`src/rtl/pc_next_unit_if.sv`:
```
// rtl/pc_next_unit_if.sv - next-PC stage bus: branch/jump/control inputs and PC/status outputs
//
// Purpose: bundles every signal of pc_next_unit except clk/rst_n.
// Ports (as seen from the slave, i.e. the PC unit):
//   in : pc_src, branch_offset[31:0], jump, jump_index[25:0], halt, stall, resume
//   out: pc_out[31:0], pc_plus4[31:0], fetch_valid, halted, retired_count[CNT_W-1:0]
interface pc_next_unit_if #(
  parameter int CNT_W = 32
);
  logic             pc_src;
  logic [31:0]      branch_offset;
  logic             jump;
  logic [25:0]      jump_index;
  logic             halt;
  logic             stall;
  logic             resume;
  logic [31:0]      pc_out;
  logic [31:0]      pc_plus4;
  logic             fetch_valid;
  logic             halted;
  logic [CNT_W-1:0] retired_count;

  modport master (
    output pc_src, branch_offset, jump, jump_index, halt, stall, resume,
    input  pc_out, pc_plus4, fetch_valid, halted, retired_count
  );

  modport slave (
    input  pc_src, branch_offset, jump, jump_index, halt, stall, resume,
    output pc_out, pc_plus4, fetch_valid, halted, retired_count
  );
endinterface

```
`src/rtl/pc_next_unit.sv`:
```
// rtl/pc_next_unit.sv - program-counter stage with boot/run/halt control and retire counter
//
// Purpose: selects and registers the next PC (halt > jump > branch > +4), adds a boot
// cycle after reset, freezes on stall, parks on HALT until resume, counts retired instrs.
// Ports:
//   clk    in  system clock, rising edge
//   rst_n  in  asynchronous active-low reset
//   bus    slave modport of pc_next_unit_if (control inputs, PC and status outputs)
module pc_next_unit #(
  parameter logic [31:0] RESET_VECTOR = 32'h0000_0000,
  parameter int          CNT_W        = 32
) (
  input  logic           clk,
  input  logic           rst_n,
  pc_next_unit_if.slave  bus
);

  typedef enum logic [1:0] {
    S_BOOT = 2'b00,
    S_RUN  = 2'b01,
    S_HALT = 2'b10
  } state_t;

  state_t           state_q, state_d;
  logic [31:0]      pc_q, pc_d;
  logic [CNT_W-1:0] cnt_q, cnt_d;
  logic [31:0]      pc_plus4;

  assign pc_plus4 = pc_q + 32'd4;

  always_ff @(posedge clk or negedge rst_n) begin
    if (!rst_n) begin
      state_q <= S_BOOT;
      pc_q    <= RESET_VECTOR;
      cnt_q   <= '0;
    end else begin
      state_q <= state_d;
      pc_q    <= pc_d;
      cnt_q   <= cnt_d;
    end
  end

  always_comb begin
    state_d = state_q;
    pc_d    = pc_q;
    cnt_d   = cnt_q;
    case (state_q)
      S_BOOT: state_d = S_RUN;
      S_RUN: begin
        if (!bus.stall) begin
          // Every unstalled RUN cycle retires the instruction at pc_q, HALT included.
          cnt_d = cnt_q + CNT_W'(1);
          if (bus.halt) begin
            state_d = S_HALT;           // pc stays on the HALT instruction
          end else if (bus.jump) begin
            pc_d = {pc_plus4[31:28], bus.jump_index, 2'b00};
          end else if (bus.pc_src) begin
            pc_d = pc_plus4 + (bus.branch_offset << 2);
          end else begin
            pc_d = pc_plus4;
          end
        end
      end
      S_HALT: begin
        if (bus.resume) begin
          state_d = S_RUN;
          pc_d    = pc_plus4;           // continue after the HALT instruction
        end
      end
      default: state_d = S_BOOT;        // unused encoding recovers via boot
    endcase
  end

  assign bus.pc_out        = pc_q;
  assign bus.pc_plus4      = pc_plus4;
  assign bus.fetch_valid   = (state_q == S_RUN) && !bus.stall;
  assign bus.halted        = (state_q == S_HALT);
  assign bus.retired_count = cnt_q;

endmodule

```
`src/flat_wrapper.sv`:
```
// flat-port wrapper written by rule: the top's interface ports become plain ports
module pc_next_unit_flat 
#(
  parameter logic [31:0] RESET_VECTOR = 32'h0000_0000,
  parameter int          CNT_W        = 32
)
  (clk, rst_n, bus_pc_src, bus_branch_offset, bus_jump, bus_jump_index, bus_halt, bus_stall, bus_resume, bus_pc_out, bus_pc_plus4, bus_fetch_valid, bus_halted, bus_retired_count);
  pc_next_unit_if #(.CNT_W(CNT_W)) bus_i ();
  input  logic clk;
  input  logic rst_n;
  input wire logic [$bits(bus_i.pc_src)-1:0] bus_pc_src;
  input wire logic [$bits(bus_i.branch_offset)-1:0] bus_branch_offset;
  input wire logic [$bits(bus_i.jump)-1:0] bus_jump;
  input wire logic [$bits(bus_i.jump_index)-1:0] bus_jump_index;
  input wire logic [$bits(bus_i.halt)-1:0] bus_halt;
  input wire logic [$bits(bus_i.stall)-1:0] bus_stall;
  input wire logic [$bits(bus_i.resume)-1:0] bus_resume;
  output wire logic [$bits(bus_i.pc_out)-1:0] bus_pc_out;
  output wire logic [$bits(bus_i.pc_plus4)-1:0] bus_pc_plus4;
  output wire logic [$bits(bus_i.fetch_valid)-1:0] bus_fetch_valid;
  output wire logic [$bits(bus_i.halted)-1:0] bus_halted;
  output wire logic [$bits(bus_i.retired_count)-1:0] bus_retired_count;
  assign bus_i.pc_src = bus_pc_src;
  assign bus_i.branch_offset = bus_branch_offset;
  assign bus_i.jump = bus_jump;
  assign bus_i.jump_index = bus_jump_index;
  assign bus_i.halt = bus_halt;
  assign bus_i.stall = bus_stall;
  assign bus_i.resume = bus_resume;
  assign bus_pc_out = bus_i.pc_out;
  assign bus_pc_plus4 = bus_i.pc_plus4;
  assign bus_fetch_valid = bus_i.fetch_valid;
  assign bus_halted = bus_i.halted;
  assign bus_retired_count = bus_i.retired_count;
  pc_next_unit #(.RESET_VECTOR(RESET_VECTOR), .CNT_W(CNT_W)) u_core (.clk(clk), .rst_n(rst_n), .bus(bus_i));
endmodule
```
`config.mk`:
```
export PLATFORM = sky130hd
export DESIGN_NAME = pc_next_unit_flat
export DESIGN_NICKNAME = d
export VERILOG_FILES = /design/src/rtl/pc_next_unit_if.sv /design/src/rtl/pc_next_unit.sv /design/src/flat_wrapper.sv
export SDC_FILE = /design/constraint.sdc
export NUM_CORES = 1
export LEC_CHECK = 0
export BUFFER_PORTS_ARGS = -buffer_cell sky130_fd_sc_hd__buf_4
export CORE_ASPECT_RATIO = 1.75
export CORE_MARGIN = 3
export CORE_UTILIZATION = 35
export DETAILED_ROUTE_END_ITERATION = 10
export GPL_TIMING_DRIVEN = 0
export PLACE_DENSITY_LB_ADDON = 0.05
export SLEW_MARGIN = 20
export SYNTH_ARGS = -nofsm -noshare
export SYNTH_HDL_FRONTEND = slang
export SYNTH_SLANG_ARGS = --single-unit
```
`constraint.sdc`:
```
create_clock -name clk -period 11.3 [get_ports clk]
set_clock_uncertainty 0.1 [all_clocks]
set_input_delay 1.695 -clock clk [delete_from_list [all_inputs] [get_ports clk]]
set_output_delay 1.695 -clock clk [all_outputs]
set_load 0.05 [all_outputs]
```
=== Word level (Yosys, flattened, before mapping) ===
Index checks and enable logic that the tools add are counted.

* Register bits after elaboration: 66
* Bits in latches: 0
* Memory bits (writable): 0
* Bits in read-only memories: 0
* Input bits: 65
* Output and inout port bits: 98
* Word-level logic and storage cells: 30
* Memories: 0

* $add $sub $neg: 3
* Multipliers: 0
* Div/mod/pow operators: 0
* Order comparisons: 0
* Eq/ne operators: 6
* Shift-type cells: 0
* Multiplexer cells: 10
* Bitwise logic cells: 1
* Reduce and logical (&&, ||, !) cells: 7

{| class="wikitable"
|+ Operator list
! operator !! number
|-
| 32-bit 2-to-1 mux || 5
|-
| 32-bit one-hot mux with 2 select lines || 1
|-
| 32-bit by 1-bit adder with 32-bit output, second input constant || 1
|-
| 32-bit by 3-bit adder with 32-bit output, second input constant || 1
|-
| 32-bit adder || 1
|-
| 2-bit inequality test, second input constant || 4
|-
| 2-bit 2-to-1 mux || 3
|-
| 2-bit one-hot mux with 3 select lines || 1
|-
| 4-bit AND reduction || 1
|-
| 3-bit AND reduction || 1
|-
| 2-bit by 1-bit == test with 1-bit output, second input constant || 1
|-
| 2-bit == test, second input constant || 1
|-
| 2-bit logical NOT || 1
|-
| 2-bit AND reduction || 1
|-
| 2-bit nonzero test || 1
|-
| 1-bit logical AND || 1
|-
| 1-bit logical NOT || 1
|-
| 1-bit NOT || 1
|}

=== Longest topological paths before layout ===
Gate-level depths: netlist of run 1.

* Depth after elaboration: 7
* Gate-level depth with buffers: 16
* Gate-level depth less buffers: 16

=== Least setup slack after synthesis of run 1 ===
No wires, ideal clock.

* Kind: reg-to-reg
* Start: register u_core.pc_q[2], in the netlist u_core.bus.pc_out[2]
* End: register u_core.pc_q[31], in the netlist u_core.bus.pc_out[31]
* Setup time: 0.090 ns
* Arrival time: 4.643 ns
* Required time: 11.110 ns
* Path slack: 6.467 ns
* Stages on the path, launching flop included: 16
* Path buffers: 1
* Clock period less this slack: 4.833 ns
* Path through: dfrtp_1 > ha_1 > nand4_2 > nor4_4 > nand3_1 > xnor2_1 > ha_1 > clkbuf_1 > nand3_1 > nand2_1 > a221oi_2 > o31ai_4 > a31oi_4 > nor3_2 > o41a_1 > o2111ai_1

* Longest elaborated chain between the ends: 7
* Elaborated cells on any way between the ends: 8
* Classes of those cells: add/sub (2); mux (6)

{| class="wikitable"
|+ Ends and longest elaborated chain
! item !! RTL line !! text
|-
| start: declaration || pc_next_unit.sv:25 || <nowiki>logic [31:0] pc_q, pc_d;</nowiki>
|-
| start signal: assignment || pc_next_unit.sv:38 || <nowiki>pc_q <= pc_d;</nowiki>
|-
| 32-bit by 3-bit adder with 32-bit output || pc_next_unit.sv:29 || <nowiki>assign pc_plus4 = pc_q + 32'd4;</nowiki>
|-
| net bus_pc_plus4[18] || flat_wrapper.sv:19 || <nowiki>output wire logic [$bits(bus_i.pc_plus4)-1:0] bus_pc_plus4;</nowiki>
|-
| 32-bit adder || pc_next_unit.sv:58 || <nowiki>pc_d = pc_plus4 + (bus.branch_offset << 2);</nowiki>
|-
| 32-bit 2-to-1 mux || pc_next_unit.sv:57 || <nowiki>end else if (bus.pc_src) begin</nowiki>
|-
| 32-bit 2-to-1 mux || pc_next_unit.sv:55 || <nowiki>end else if (bus.jump) begin</nowiki>
|-
| 32-bit 2-to-1 mux || pc_next_unit.sv:53 || <nowiki>if (bus.halt) begin</nowiki>
|-
| 32-bit 2-to-1 mux || pc_next_unit.sv:50 || <nowiki>if (!bus.stall) begin</nowiki>
|-
| 32-bit one-hot mux with 2 select lines || pc_next_unit.sv:47 || <nowiki>case (state_q)</nowiki>
|}

The timed path passes the listed nets, and every way through them passes these cells. The select of a mux whose other input is x is not followed.
A chain may end at the register's enable or synchronous reset.

=== Worst setup path after layout of run 1 ===
* Start: register u_core.pc_q[2], in the netlist u_core.bus.pc_out[2]
* End: output port bus_pc_plus4[24]

* Longest elaborated chain between the ends: 1

{| class="wikitable"
|+ Ends and longest elaborated chain
! item !! RTL line
|-
| 32-bit by 3-bit adder with 32-bit output || pc_next_unit.sv:29
|-
| end: declaration || flat_wrapper.sv:19
|}

Every way passes these cells.

==> flow_summary_export.csv, run 1 <==
group,metric,value,unit
outcome,outcome,"finished clean",
clocking,cts_tree,"yes",
job,drv_cap,0,
worst_hold_path,min_from,"u_core.bus.retired_count[31]",
global_route,antenna_found_initial,0,
floorplanning,coreArea,14900,um^2
clocking,numClockSinks,64,
sta,setup_viol,0,
synthesis,synth_cell_types,71,
cells_and_area,drive_above_1_share,0.258,
drt,wire_per_inst,19.0,um
sta,post-route-period-util,0.422,
sta,slew_viol_final,0,
clocking,cts_resized,0,
cells_and_area,antennaDiodeCount,0,
global_route,grt_pass1_wl,29.2,mm
place,io_buffers,156,
floorplanning,die-area,16900,um^2
place,gp_routability_congestion,0.885,
clocking,htreeDepth,3,
cells_and_area,final_common_cell,"buf_4",
floorplanning,io_pins,163,
sta,tightest_slew,836,ps
sta,finalSetupTns,0,ps
setup_path,cpMostUsedCell,"nor4_4",
setup_path,end_kind,"output pin",
synthesis,synth-async-reset-ratio,1.00,
power_and_ir_drop,ir_drop,0.186,mV
sta,hold_viol,0,
synthesis,synthCells,611,
place,placed_area,6780,um^2
floorplanning,initial_core_util,0.360,
floorplanning,die_width,99.6,um
synthesis,syn-cell-area,5360,um^2
drt,vias,5379,
setup_path,critPathMaxFanout,7,
synthesis,synth-warning-count,0,
global_route,grt_pass1_vias,5565,
worst_hold_path,hold_path_end,"u_core.bus.retired_count[31]",
drt,via_per_inst,5.55,
setup_path,r2r_slack,6770,ps
sta,fmax,0.210,GHz
setup_path,cp.required,9510,ps
synthesis,synth-edff-count,0,
setup_path,path_cells,"ha_1 > nand4_2 > nor4_4 > nand2_4 > nor4_4 > xor2_1 > buf_4",
synthesis,synth_seq_cells,64,
sta,slew_headroom,0.443,
setup_path,worstReg2RegStart,"u_core.bus.pc_out[2]",
power_and_ir_drop,cellLeakagePower,3.32,nW
synthesis,ys.flop_type,"dfrtp_1",
synthesis,postSynthAreaPerCell,8.78,um^2
setup_path,reg2reg_depth,15,
floorplanning,die_h,170,um
global_route,grt_overflow,0,
power_and_ir_drop,power_density,324,nW/um^2
clocking,clockBufferDepth,2,
cells_and_area,finalNetCount,887,
clocking,clock_latency,330,ps
global_route,grt_max_degree,65,
setup_path,rr_endpoint,"u_core.bus.pc_out[27]",
cells_and_area,area_growth,32.6,%
sta,rsz0062_at_grt,"false",
clocking,cts_buffers,9,
setup_path,crit_type,"reg2out",
clocking,path_clk_slew,60,ps
drt,route.detailed.drc,0,
sta,fin_crit,4770,ps
synthesis,ys_seq_area_frac,0.299,
worst_hold_path,min_path_type,"reg2reg",
setup_path,critPathLaunchType,"flop",
setup_path,max_stage_delay,500,ps
floorplanning,rows,59,
setup_path,crit_buf_inv,1,
clocking,cts_setup_buffers,0,
drt,routed_wl,18.4,mm
worst_hold_path,hold_depth,1,
clocking,hold_buffers,0,
setup_path,cp_slowest_cell,"dfrtp_1",
drt,dr.pass1.iters,8,
cells_and_area,final_cell_mix,"160 x buf_4, 64 x dfrtp_1, 62 x nand2_1, 52 x xnor2_1",
cells_and_area,fin_area,7110,um^2
clocking,cts_root_buf,"clkbuf_16",
setup_path,arrival,2980,ps
global_route,grt_usage,0.219,
drt,antenna_left,0,
place,dp_hpwl,14.9,mm
setup_path,crit_family,"simple AND/OR/NAND/NOR gates",
drt,initialDrtViolationCount,278,
where the power goes:
| group | internal, mW | total (mW) | leakage (nW) | switching [mW] |
|---|---|---|---|---|
| combinational | 0.518 | 1.59 | 2.34 | 1.07 |
| sequential | 0.298 | 0.408 | 0.833 | 0.110 |
| clock | 0.200 | 0.306 | 0.155 | 0.107 |
kinds of logic (layout without fill, tap and decap cells):
logic type      after synthesis  in the layout  synth area share
xor+xnor                     81             81             0.134
simple gates                214            214             0.218
buf+inv                      37            209            0.0292
mux                           2              2           0.00397
flops                        64             64             0.299
compound gates              171            171             0.219
fa+ha+maj                    41             41            0.0971
other cells                   1              4          0.000699
per-layer routing:
metal | vias up | global-route usage | share of wire
met5 | - | 0 | 0
met1 | 2601 | 0.234 | 0.36
met3 | 21 | 0.0337 | 0.053
met2 | 161 | 0.434 | 0.56
met4 | 0 | 0.0595 | 0.019
li1 | 2596 | - | -
flip-flops by register name, indices dropped and copies added, names as in the netlist:
register                  flops
u_core.bus.retired_count     32
u_core.bus.pc_out            30
u_core.state_q                2
final cells by class:
class | count | area [um^2]
fill | 1471 | 7800
clock inverter | 6 | 92.6
buffer | 21 | 96.3
sequential | 64 | 1600
timing repair buffer | 156 | 1170
tap | 183 | 229
multi-input combinational | 513 | 3620
inverter | 16 | 60.1
clock buffer | 10 | 239
metrics by stage:
step | hold slack, ps | std cells | power, mW | setup WS [ps] | utilization
final | 379 | 969 | 2.30 | 6530 | 0.477
after global routing | 390 | 969 | 2.46 | 6430 | 0.477
after CTS | 383 | 969 | 2.32 | 6500 | 0.477
after detailed placement | 375 | 953 | 2.00 | 6640 | 0.455
after global placement | 366 | 953 | 1.98 | 6620 | 0.454
after floorplan | 419 | 614 | 1.52 | 6470 | -
cells in the mapped netlist, types with 14 or more instances:
cell	count	area share
a21oi_1	41	0.038
and3_1	21	0.024
clkbuf_1	14	0.0098
dfrtp_1	64	0.30
ha_1	40	0.093
inv_1	16	0.011
nand2_1	62	0.043
nand3_1	28	0.026
nand4_1	15	0.017
nor2_1	41	0.029
o21ai_0	40	0.037
xnor2_1	52	0.085
xor2_1	28	0.046
worst max-delay path by stage:
stage | start | to | depth (start not counted)
after floorplan | u_core.bus.pc_out[2] | u_core.bus.pc_out[31] | 15
after global placement | bus_branch_offset[0] | u_core.bus.pc_out[26] | 11
after detailed placement | bus_branch_offset[0] | u_core.bus.pc_out[26] | 11
after CTS | u_core.bus.pc_out[2] | bus_pc_plus4[24] | 7
after global routing | u_core.bus.pc_out[2] | u_core.bus.pc_out[27] | 15
final | u_core.bus.pc_out[2] | bus_pc_plus4[24] | 7
Note: power is estimated with default switching activity, not from simulation.
==> run 2, diff against run 1 <==
- clock period: 11.3 -> 4.26 ns (I/O delays scaled with it)
==> run 2 against run 1 <==
Global-route usage barely moved. First-iteration DRC count fell by 18%. Die area did not move. Clock power rose to 2.7 times the previous value. Via count rose by 0.69%. Combinational power rose to 2.7 times the previous value. Critical path depth rose by 9. Clock-buffer cell count fell by 1. Worst setup slack got worse by 6400 ps. Critical path type is now reg2reg. Critical endpoint is now u_core.bus.pc_out[31]. Largest cell class unchanged. Highest routed layer unchanged.
==> flow_summary_export.csv, run 2 (synthesized netlist as in run 1, its figures left out) <==
group,metric,value,unit
place,placed_area,6920,um^2
cells_and_area,drive_above_1_share,0.300,
cells_and_area,multi_input_area,3800,um^2
clocking,clockBufferDepth,2,
place,pre_cts_slack,19.6,ps
setup_path,crit_type,"reg2reg",
worst_hold_path,min_path_type,"in2async",
clocking,clock_latency,340,ps
sta,tightest_slew,856,ps
sta,fin_ws,167,ps
setup_path,arrival,4240,ps
outcome,outcome,"finished clean",
drt,wire_per_inst,19.1,um
setup_path,end_kind,"flop",
power_and_ir_drop,ir_drop,0.392,mV
cells_and_area,utilization,0.492,
setup_path,crit_path_start,"u_core.bus.pc_out[2]",
floorplanning,io_pins,163,
clocking,cts_buffers,9,
floorplanning,rows,59,
cells_and_area,fin_area,7330,um^2
sta,slew_viol_final,0,
sta,setup_viol,0,
cells_and_area,area_growth,36.8,%
clocking,hold_buffers,0,
global_route,met1_usage,0.237,
setup_path,cp.required,4410,ps
global_route,antenna_found_initial,0,
power_and_ir_drop,p_total,6.26,mW
global_route,grt_pass1_vias,5505,
drt,antenna_left,0,
drt,vias,5416,
drt,via_per_inst,5.56,
sta,fin_crit,4090,ps
drt,dr.pass1.iters,5,
global_route,grtUsageMet3,0.0370,
clocking,path_clk_slew,60,ps
place,dp_hpwl,14.9,mm
job,drv_cap,0,
floorplanning,initial_core_util,0.360,
clocking,cts_root_buf,"clkbuf_16",
setup_path,critPathMaxFanout,8,
drt,route.detailed.drc,0,
cells_and_area,fill_cells,1492,
global_route,grt_usage,0.219,
place,gp_routability_congestion,0.859,
place,io_buffers,156,
sta,fmax,0.244,GHz
cells_and_area,regArea,1610,um^2
floorplanning,coreArea,14900,um^2
power_and_ir_drop,cellLeakagePower,3.43,nW
clocking,numClockSinks,64,
setup_path,worstReg2RegStart,"u_core.bus.pc_out[2]",
sta,hold_viol,0,
sta,finalHoldWorstSlack,295,ps
setup_path,critPathLaunchType,"flop",
cells_and_area,final_cell_mix,"165 x buf_4, 62 x nand2_1, 57 x dfrtp_1, 43 x xnor2_1, 41 x nor2_1",
sta,post-route-period-util,0.961,
global_route,busiest_layer,"met2",
floorplanning,die_width,99.6,um
floorplanning,die_h,170,um
cells_and_area,largest_reg_flops,32,
power_and_ir_drop,power_density,854,nW/um^2
sta,slew_headroom,0.429,
global_route,grt_pass1_wl,28.9,mm
cells_and_area,antennaDiodeCount,0,
drt,routed_wl,18.6,mm
drt,initialDrtViolationCount,227,
global_route,grt_overflow,0,
clocking,htreeDepth,3,
global_route,gr-usage-met2,0.412,
cells_and_area,final_common_cell,"buf_4",
clocking,cts_tree,"yes",
cells_and_area,finalNetCount,892,
floorplanning,die-area,16900,um^2
global_route,grt_max_degree,65,
## run 2: final timing paths
kind                                                 to  slack [ps]  cells past startpoint
max                               u_core.bus.pc_out[31]         170                     16
min                        u_core.bus.retired_count[31]         300                      1
max reg2reg                       u_core.bus.pc_out[31]         170                     16
min reg2reg                u_core.bus.retired_count[31]         370                      1
max in group asynchronous          u_core.bus.pc_out[7]        3130                      1
min in group clk           u_core.bus.retired_count[31]         370                      1
## run 2: cell type report
class,instances,area share
Tap cell,183,0.0312
Inverter,16,0.00819
Multi-Input combinational cell,513,0.518
Sequential cell,64,0.220
Clock inverter,7,0.0140
Buffer,21,0.0131
Timing Repair Buffer,161,0.165
Clock buffer,9,0.0307
## run 2: critical path: stages (launching register included)
cell,delay (ps)
dfrtp_2,440
ha_2,250
nand4_2,170
nor4_4,260
buf_4,190
nand3_1,110
xnor2_2,300
ha_1,290
clkbuf_1,180
nand3_1,120
nand2_1,80
a221oi_2,340
o31ai_4,170
a31oi_4,310
nor3_4,100
o41a_1,390
o2111ai_1,190
## run 2: layer usage
metal | vias to the layer above | part of all wire
met5 | - | 0
met4 | 0 | 0.031
met3 | 33 | 0.051
met2 | 175 | 0.55
met1 | 2597 | 0.36
li1 | 2611 | -
## run 2: stage by stage
step                      TNS [ps]  cells
final                            0    974
after global placement           0    953
after CTS                        0    971
after global routing         -6.13    974
after floorplan                  0    614
after detailed placement         0    953
## run 2: power by group
group	internal, mW	total [mW]	switching (mW)
clock network	0.518	0.817	0.299
logic	1.46	4.34	2.88
registers	0.796	1.11	0.313
## run 2: repair_timing
item | CTS | global route
endpoints found under the setup margin | 1 | 9
gates resized for setup | 0 | 11
gates cloned | 0 | 0
buffers inserted | 2 | 3
pin swaps | 1 | 5
==> run 3, diff against run 2 <==
- CORE_MARGIN: 3 -> default
==> run 3 against run 2 <==
Sequential share of layout area rose by 0.090 points. Power fell by 1.1%. Non-clock buffer count rose by 2. Combinational power barely moved. Die area fell by 6.3%. Worst setup slack improved by 10 ps. Maximum frequency rose by 0.25%. Worst hold slack improved by 15 ps. First-iteration DRC count rose by 18%. Sequential cell count did not move. Final cell count rose by 0.21%.
==> flow_summary_export.csv, run 3 (synthesized netlist as in run 1, its figures left out) <==
group,metric,value,unit
setup_path,end_kind,"flop",
drt,wl_met2,9.99,mm
sta,slew_viol_final,0,
floorplanning,coreArea,14900,um^2
global_route,grt_pass1_vias,5557,
sta,fin_ws,177,ps
power_and_ir_drop,power.switching,3.48,mW
cells_and_area,area_growth,36.2,%
sta,rsz0062_at_grt,"false",
sta,fin_crit,4080,ps
outcome,outcome,"finished clean",
clocking,hold_buffers,0,
drt,vias,5501,
floorplanning,io_pins,163,
cells_and_area,drive_above_1_share,0.299,
cells_and_area,final_cell_mix,"167 x buf_4, 62 x nand2_1, 57 x dfrtp_1, 44 x xnor2_1",
job,drv_cap,0,
cells_and_area,regArea,1610,um^2
clocking,cts_buffers,9,
power_and_ir_drop,cellLeakagePower,3.42,nW
floorplanning,initial_core_util,0.360,
power_and_ir_drop,p_sw_frac,0.562,
cells_and_area,antennaDiodeCount,0,
global_route,grt_pass1_wl,28.2,mm
setup_path,critPathMaxFanout,6,
place,dp_hpwl,14.5,mm
floorplanning,die_h,166,um
setup_path,cpMostUsedCell,"ha_2",
power_and_ir_drop,p_total,6.19,mW
cells_and_area,fill_cells,1469,
setup_path,max_stage_delay,420,ps
setup_path,path_cells,"ha_2 > nand4_2 > nor4_4 > buf_4 > nand2_4 > nor2_2 > xor2_4 > ha_2 > o2111a_1 > a221oi_2 > o31ai_4 > a31oi_4 > xnor2_1 > a2111oi_1 > o21ai_0",
place,pre_cts_slack,53.9,ps
floorplanning,rows,59,
drt,antenna_left,0,
setup_path,cp_slowest_cell,"dfrtp_2",
clocking,numClockSinks,64,
power_and_ir_drop,internal_power,2.71,mW
clocking,cts_root_buf,"clkbuf_16",
global_route,grt_max_degree,65,
setup_path,arrival,4190,ps
global_route,antenna_found_initial,0,
drt,wl_met1,6.66,mm
worst_hold_path,min_path_type,"in2async",
floorplanning,die-area,15800,um^2
drt,initialDrtViolationCount,267,
clocking,htreeDepth,3,
clocking,clockBufferDepth,2,
cells_and_area,layoutNonFillerInstCount,976,
power_and_ir_drop,ir_drop,0.460,mV
setup_path,critPathLaunchType,"flop",
sta,finalHoldWorstSlack,310,ps
sta,finalSetupTns,0,ps
place,dp_cells,953,
global_route,grt_usage,0.233,
place,gp_routability_congestion,0.837,
sta,post-route-period-util,0.958,
drt,route.met3.wl,930,um
floorplanning,die_width,95.6,um
cells_and_area,largest_reg_flops,32,
clocking,clock_latency,340,ps
setup_path,crit_type,"reg2reg",
sta,slew_headroom,0.424,
power_and_ir_drop,power_density,848,nW/um^2
setup_path,crit_buf_inv,1,
clocking,path_clk_slew,60,ps
cells_and_area,multi_input_area,3790,um^2
drt,route.detailed.drc,0,
sta,tightest_slew,864,ps
cells_and_area,finalNetCount,894,
drt,dr.pass1.iters,6,
sta,fmax,0.245,GHz
cells_and_area,final_common_cell,"buf_4",
place,io_buffers,156,
power_and_ir_drop,p_clk_frac,0.121,
drt,wire_per_inst,18.7,um
setup_path,crit_family,"compound AO/OA/AOI/OAI gates",
setup_path,cp.required,4370,ps
power_and_ir_drop,pwr-share-comb,0.700,
sta,setup_viol,0,
drt,via_per_inst,5.64,
drt,routed_wl,18.3,mm
sta,hold_viol,0,
global_route,grt_overflow,0,
power_and_ir_drop,pwr-share-seq,0.179,
drt,top_layer,"met4",
clocking,cts_tree,"yes",
-- run 3: changes by cell type in the layout (fill, tap and decap cells not counted), sizes merged --
cell / before / now
buf: 168 / 170
clkinvlp: 1 / 3
bufinv: 2 / 1
inv: 18 / 17
-- run 3: final cells by class --
cell class / instances / area share
Buffer: 21 / 0.0132
Inverter: 16 / 0.00822
Sequential cell: 64 / 0.220
Clock inverter: 7 / 0.00976
Timing Repair Buffer: 163 / 0.168
Multi-Input combinational cell: 513 / 0.519
Tap cell: 183 / 0.0313
Clock buffer: 9 / 0.0308
-- run 3: timing repair --
item / in CTS / in global routing
buffers inserted: 0 / 7
setup endpoints to repair: 0 / 5
gates resized for setup: 0 / 9
-- run 3: worst register-to-register path: stages (launching register included) --
cell       delay, ps
dfrtp_2          420
ha_2             240
nand4_2          190
nor4_4           250
buf_4            190
nand2_4           90
nor2_2           190
xor2_4           210
ha_2             350
o2111a_1         270
a221oi_2         300
o31ai_4          160
a31oi_4          300
xnor2_1          180
a2111oi_1        380
o21ai_0          140
-- run 3: path summary, 6_finish.rpt --
path | start | to | slack [ps] | cells after the start
setup / recovery | u_core.bus.pc_out[3] | u_core.bus.pc_out[27] | 180 | 15
max in group asynchronous | rst_n | u_core.bus.pc_out[9] | 3120 | 1
setup reg to reg | u_core.bus.pc_out[3] | u_core.bus.pc_out[27] | 180 | 15
hold reg to reg | u_core.bus.retired_count[31] | u_core.bus.retired_count[31] | 370 | 1
min in group clk | u_core.bus.retired_count[31] | u_core.bus.retired_count[31] | 370 | 1
hold / removal | rst_n | u_core.bus.retired_count[25] | 310 | 1
-- run 3: power by group through the flow --
stage                     clock network, mW  registers [mW]  logic, mW
final                                 0.751            1.11       4.34
after global routing                  0.788            1.14       4.63
after CTS                             0.765            1.11       4.28
after detailed placement                  0            1.12       4.26
after global placement                    0            1.11       4.21
after floorplan                           0            1.59       2.51
-- run 3: metrics by stage --
step / utilization / instance area [um^2]
after floorplan: - / 5520
after global placement: 0.464 / 6920
after detailed placement: 0.464 / 6920
after CTS: 0.484 / 7220
after global routing: 0.490 / 7300
final: 0.490 / 7300
-- run 3: metal layers --
metal  vias up  GRT usage
met5         -          0
met3        36     0.0311
met4         0      0.116
li1       2613          -
met1      2649      0.249
met2       203      0.430
